$ cat config.mk
export PLATFORM = sky130hd
export DESIGN_NAME = ifetch
export DESIGN_NICKNAME = d
export VERILOG_FILES = /design/src/rtl/ifetch.sv
export SDC_FILE = /design/constraint.sdc
export NUM_CORES = 1
export LEC_CHECK = 0
export ABC_AREA = 0
export CORE_UTILIZATION = 40
export CTS_CLUSTER_DIAMETER = 100
export DETAILED_ROUTE_END_ITERATION = 10
export GPL_ROUTABILITY_DRIVEN = 0
export SYNTH_ARGS = -nofsm -noshare
export SYNTH_HDL_FRONTEND = slang
export SYNTH_SLANG_ARGS = --single-unit
$ cat constraint.sdc
create_clock -name clk_in -period 6.22 [get_ports clk_in]
set_input_delay 0.933 -clock clk_in [delete_from_list [all_inputs] [get_ports clk_in]]
set_output_delay 0.933 -clock clk_in [all_outputs]
set_load 0.005 [all_outputs]
$ cat src/rtl/ifetch.sv
// ----------------------------------------------------------------------------
// ifetch -- instruction fetch unit with a direct-mapped instruction cache.
//
// Each cycle in IDLE the current pc is looked up in the icache. A hit issues
// the cached word to the instruction queue (one per cycle while the queue can
// accept). A miss sends a word read request to the memory allocator. The unit
// waits for the grant, then for the data beat. The returned word is written
// into the cache, and the normal hit path then issues it.
//
// Ports
//   clk_in              single clock, rising edge
//   rst_in              asynchronous active-low reset
//   rdy_in              global enable; low freezes all state and outputs
//   clear_branch_in     misprediction flush, highest priority
//   branch_pc_in        redirect pc, valid with clear_branch_in
//   iq_full_in          instruction queue cannot accept this cycle
//   if_to_iq_en_out     one-cycle pulse, if_instr_out/if_pc_out valid
//   if_instr_out        fetched instruction
//   if_pc_out           pc of if_instr_out
//   if_to_alloc_en_out  read request to the allocator (held until granted)
//   if_a_out            request byte address (stable through the transfer)
//   if_offset_out       last byte index of the request, always 2'b11
//   alloc_to_if_gr_in   one-cycle pulse, request granted
//   alloc_to_if_en_in   one-cycle pulse, if_d_in valid
//   if_d_in             little-endian instruction word from the allocator
// ----------------------------------------------------------------------------
module ifetch #(
  parameter int unsigned ICACHE_IDX_W = 4,
  parameter logic [31:0] RESET_PC     = 32'h0
) (
  input  logic        clk_in,
  input  logic        rst_in,
  input  logic        rdy_in,
  input  logic        clear_branch_in,
  input  logic [31:0] branch_pc_in,
  input  logic        iq_full_in,
  output logic        if_to_iq_en_out,
  output logic [31:0] if_instr_out,
  output logic [31:0] if_pc_out,
  output logic        if_to_alloc_en_out,
  output logic [31:0] if_a_out,
  output logic [1:0]  if_offset_out,
  input  logic        alloc_to_if_gr_in,
  input  logic        alloc_to_if_en_in,
  input  logic [31:0] if_d_in
);

  localparam int unsigned DEPTH = 1 << ICACHE_IDX_W;
  localparam int unsigned TAG_W = 32 - ICACHE_IDX_W - 2;

  typedef enum logic [1:0] {
    S_IDLE,
    S_REQ,
    S_WAIT
  } state_t;

  state_t                  r_state;
  logic [31:0]             r_pc;
  logic [DEPTH-1:0]        r_valid;
  logic [TAG_W-1:0]        r_tag  [DEPTH];
  logic [31:0]             r_data [DEPTH];

  logic [ICACHE_IDX_W-1:0] w_idx;
  logic [TAG_W-1:0]        w_tag;
  logic                    w_hit;
  logic                    w_fill;

  assign w_idx = r_pc[ICACHE_IDX_W+1:2];
  assign w_tag = r_pc[31:ICACHE_IDX_W+2];
  assign w_hit = r_valid[w_idx] && (r_tag[w_idx] == w_tag);

  // A fill happens only while waiting for data. A flush in the same cycle
  // cancels it. Reset forces the state out of S_WAIT asynchronously, so a
  // pending transfer can never land after reset.
  assign w_fill = rdy_in && !clear_branch_in && (r_state == S_WAIT) && alloc_to_if_en_in;

  // The request always covers a whole 32-bit word.
  assign if_offset_out = 2'b11;

  // NOTE: the data and tag arrays are deliberately left unreset. Only the
  // valid bits need a known value; that keeps the storage mappable to RAM.
  always_ff @(posedge clk_in) begin
    if (w_fill) begin
      r_data[w_idx] <= if_d_in;
      r_tag[w_idx]  <= w_tag;
    end
  end

  // NOTE: every sequential assignment uses <=. All registers below then see
  // the pre-edge values of each other, regardless of statement order.
  always_ff @(posedge clk_in or negedge rst_in) begin
    if (!rst_in) begin
      r_state            <= S_IDLE;
      r_pc               <= RESET_PC;
      r_valid            <= '0;
      if_to_iq_en_out    <= 1'b0;
      if_instr_out       <= '0;
      if_pc_out          <= '0;
      if_to_alloc_en_out <= 1'b0;
      if_a_out           <= '0;
    end else if (rdy_in) begin
      if (clear_branch_in) begin
        // A flush overrides everything; cache contents are kept.
        r_state            <= S_IDLE;
        r_pc               <= branch_pc_in;
        if_to_iq_en_out    <= 1'b0;
        if_to_alloc_en_out <= 1'b0;
      end else begin
        // The issue pulse is re-armed only by an actual issue below.
        if_to_iq_en_out <= 1'b0;
        unique case (r_state)
          S_IDLE: begin
            if (w_hit) begin
              if (!iq_full_in) begin
                if_to_iq_en_out <= 1'b1;
                if_instr_out    <= r_data[w_idx];
                if_pc_out       <= r_pc;
                r_pc            <= r_pc + 32'd4;
              end
            end else begin
              // A miss is serviced even while the queue is full.
              r_state            <= S_REQ;
              if_to_alloc_en_out <= 1'b1;
              if_a_out           <= r_pc;
            end
          end
          S_REQ: begin
            if (alloc_to_if_gr_in) begin
              r_state            <= S_WAIT;
              if_to_alloc_en_out <= 1'b0;
            end
          end
          S_WAIT: begin
            // if_a_out holds its value: the allocator reads it during the transfer.
            if (alloc_to_if_en_in) begin
              r_valid[w_idx] <= 1'b1;
              r_state        <= S_IDLE;
            end
          end
          default: r_state <= S_IDLE;
        endcase
      end
    end
  end

endmodule
==> reports/metrics.cfg <==
[power]
netSwitchingPower_mw = 4.022
p_clk_share_pct = 38.9
p_leak_nw = 17.06
power.share.switching_pct = 23.83
powerDensity_nw_per_um2 = 336.6
p_seq_share_pct = 49.1
p_int_mw = 12.85
ir_drop_mv = 0.2173
pwr-share-comb_pct = 12.0

[timing]
slew_headroom_pct = 24.15
setup_viol = 0
grt_setup_unrepaired = no
finClkSkew_ns = 0.05546
period_needed_ns = 5.331
worstMarginPinSlew_ns = 1.138
final.setup.tns_ns = 0
fmax_mhz = 187.6
period_share_pct = 85.71
drv_slew = 0
final-hold-violation-count = 0

[worst_setup_path]
worstPathRequired_ns = 6.79
crit_start = r_pc[3]
path_max_fanout = 73
rrSetupSlack_ns = 0.89
r2r-end = if_instr_out[25]
path_class = reg2reg
timing.rr.start = r_pc[3]
worst_setup_path_start_kind = flop
crit_path_end_kind = flop
crit_arrival_ns = 5.90
ff2ff_path_depth = 13
cp-endpoint = if_instr_out[25]

[floorplan]
die_width_um = 329.1
pin_count = 171
core_area_um2 = 105700
dieHeight_um = 329.1
die_area_um2 = 108300
initial_core_util_pct = 40.47
rows = 119

[cts]
cts_resized = 0
cts_setup_buffers = 0
cts.hold.buffers_added = 0
clk_latency_ns = 0.69
cts_root_buf = clkbuf_16
cts_tree = yes
htree_levels = 3
clk_pin_slew_ns = 0.06
clockBufferDepth = 3
numCtsBuffers = 109
clock_sinks = 1076

[status]
status = complete, but fails checks
violations = DRC

[global_routing]
grt_pass1_wl_um = 158400
grt_overflow = 0
antenna_found_initial = 2
grt_max_degree = 74
grt_pass1_vias = 23090
grtUsageTotal_pct = 20.05

[logic_synthesis]
synth_area_um2 = 42790
synth.avg_cell_area_um2 = 19.85
synth.area.mux_share_pct = 17.44
async_flop_share_pct = 13.75
synth-seq-cells = 1076
synthCells = 2155
synth_simple_gate_area_share_pct = 3.395
postSynth.topFlopCell = edfxtp_1
synth_top_family_by_area = multiplexers
synth.distinct_cells = 74
synth_xor_area_share_pct = 0.3889
synth_compound_area_share_pct = 3.117
ys.warnings.count = 0
ys_seq_area_share_pct = 73.79
synth_adder_area_share_pct = 0.1170
synth_edf_count = 928

[routing]
drc = 5
vias = 22240
drt-pass1-iter-count = 8
dr.first_iter.drc_count = 2502
routedWlPerCell_um = 27.88
wl_um = 108200
viasPerCell = 5.731
ant_nets = 0

[layout]
antenna_cells = 0
final_cells = 3880
drive_gt1_share_pct = 25.75
multi_input_area_um2 = 10610
layout.nets = 2471
regArea_um2 = 31590
area_growth_pct = 17.18
n_fill_cell = 8749

[placement]
hpwl_um = 61170
io_buffers = 168
placedCellCount = 3676

[job]
max-cap-violations = 0

[worst_hold_path]
hold_path.class = in2async

## power by group through the flow
stage                     logic, mW  clock network (mW)  registers (mW)
after floorplan                1.26                   0            8.34
after global placement         1.99                   0            8.43
after detailed placement       2.03                   0            8.44
after CTS                      2.03                6.69            8.29
after global routing           2.15                6.97            8.30
final                          2.02                6.57            8.29
## stage by stage
stage	utilization, %	worst slack (ns)	power, mW	hold slack, ns	cell area [um^2]
3_5_place_dp	44.00	0.9773	10.47	0.4488	46510
3_3_place_gp	44.00	0.8126	10.42	0.4455	46510
6_report	47.43	0.8889	16.88	0.2074	50140
2_1_floorplan	-	1.221	9.602	0.4337	42790
4_1_cts	47.43	0.9649	17.01	0.1903	50140
5_1_grt	47.43	0.7106	17.43	0.2407	50140
## cell usage in the layout (no fill, tap or decap), types with 10 or more instances in the layout
cell | synthesis | routed
or2_2 | 18 | 18
clkdlybuf4s50_1 | 0 | 167
edfxtp_1 | 928 | 928
and3_1 | 16 | 16
clkinv_2 | 0 | 27
buf_4 | 9 | 76
xnor2_1 | 14 | 14
inv_1 | 23 | 23
mux4_2 | 218 | 218
nor4_1 | 15 | 15
nand4_1 | 14 | 14
clkbuf_16 | 0 | 111
a22oi_1 | 31 | 31
clkbuf_8 | 0 | 11
bufinv_16 | 0 | 10
o22ai_1 | 16 | 16
mux2i_1 | 108 | 108
nor3_1 | 24 | 24
mux2_2 | 80 | 80
nand3_1 | 21 | 21
mux2_4 | 38 | 38
o21ai_0 | 21 | 21
dfrtp_1 | 148 | 144
buf_12 | 0 | 12
clkbuf_1 | 62 | 24
nor2_4 | 0 | 16
nand2_1 | 65 | 65
a31oi_1 | 15 | 15
a22o_1 | 10 | 10
nor2_1 | 59 | 43
clkinv_1 | 0 | 12
a21oi_1 | 12 | 12
## metal layers
metal  global-route usage, %  wire length (um)  vias up
li1                        -                 -     9303
met1                   27.87             45780    11930
met2                   32.98             53270      795
met3                   2.794              6057      201
met4                   5.938              3032        4
met5                       0                31        -
## flip-flops by register name, indices dropped and copies added, names as in the netlist
name and cells:
if_pc_out 32, if_a_out 32, r_state 2, if_instr_out 32
r_pc 32, r_valid 16, if_to_alloc_en_out 1, r_tag 416
if_to_iq_en_out 1, r_data 512
## worst min-delay path by stage
stage                 from           to  slack (ns)
2_1_floorplan  r_valid[10]  r_valid[10]        0.43
3_3_place_gp   r_valid[11]  r_valid[11]        0.45
3_5_place_dp   r_valid[12]  r_valid[12]        0.45
4_1_cts             rst_in      r_pc[3]        0.19
5_1_grt             rst_in      r_pc[3]        0.24
6_report            rst_in      r_pc[3]        0.21
## layout make-up
cell class / count / share of cell area [%]
Multi-Input combinational cell: 930 / 21.15
Clock buffer: 146 / 6.022
Clock inverter: 58 / 1.210
Timing Repair Buffer: 256 / 4.974
Inverter: 23 / 0.1722
Tap cell: 1391 / 3.471
Sequential cell: 1076 / 63.00
## cells by family (layout without fill, tap and decap cells)
group,count (synthesis),after routing
AOI/OAI and AO/OA,179,179
buffers and inverters,150,483
muxes,444,444
xor gates and xnor gates,19,19
DFF,1076,1076
adders and majority gates,4,4
and+or+nand+nor,282,282
other,1,2
## synthesized netlist by cell type (23+ instances only)
library cell  number  share of area, %
nor3_1            24              0.28
dfrtp_1          148               8.7
nand2_1           65              0.57
mux2_2            80               2.1
mux2i_1          108               2.5
a22oi_1           31              0.54
clkbuf_1          62              0.54
nor2_1            59              0.52
mux4_2           218                11
mux2_4            38               1.3
edfxtp_1         928                65
inv_1             23              0.20
## worst max-delay path, stage by stage, from the launching register on
cell and delay (ns):
dfrtp_4 0.90, buf_4 0.61, buf_4 0.95, mux4_2 0.44
o22ai_1 0.10, nor3_1 0.18, nor2_1 0.07, a21oi_1 0.18
nand3_1 0.13, nor3_1 0.23, nand2_1 0.18, or3_4 0.47
buf_12 0.22, mux2_2 0.34
(Power assumes the default switching activity.)
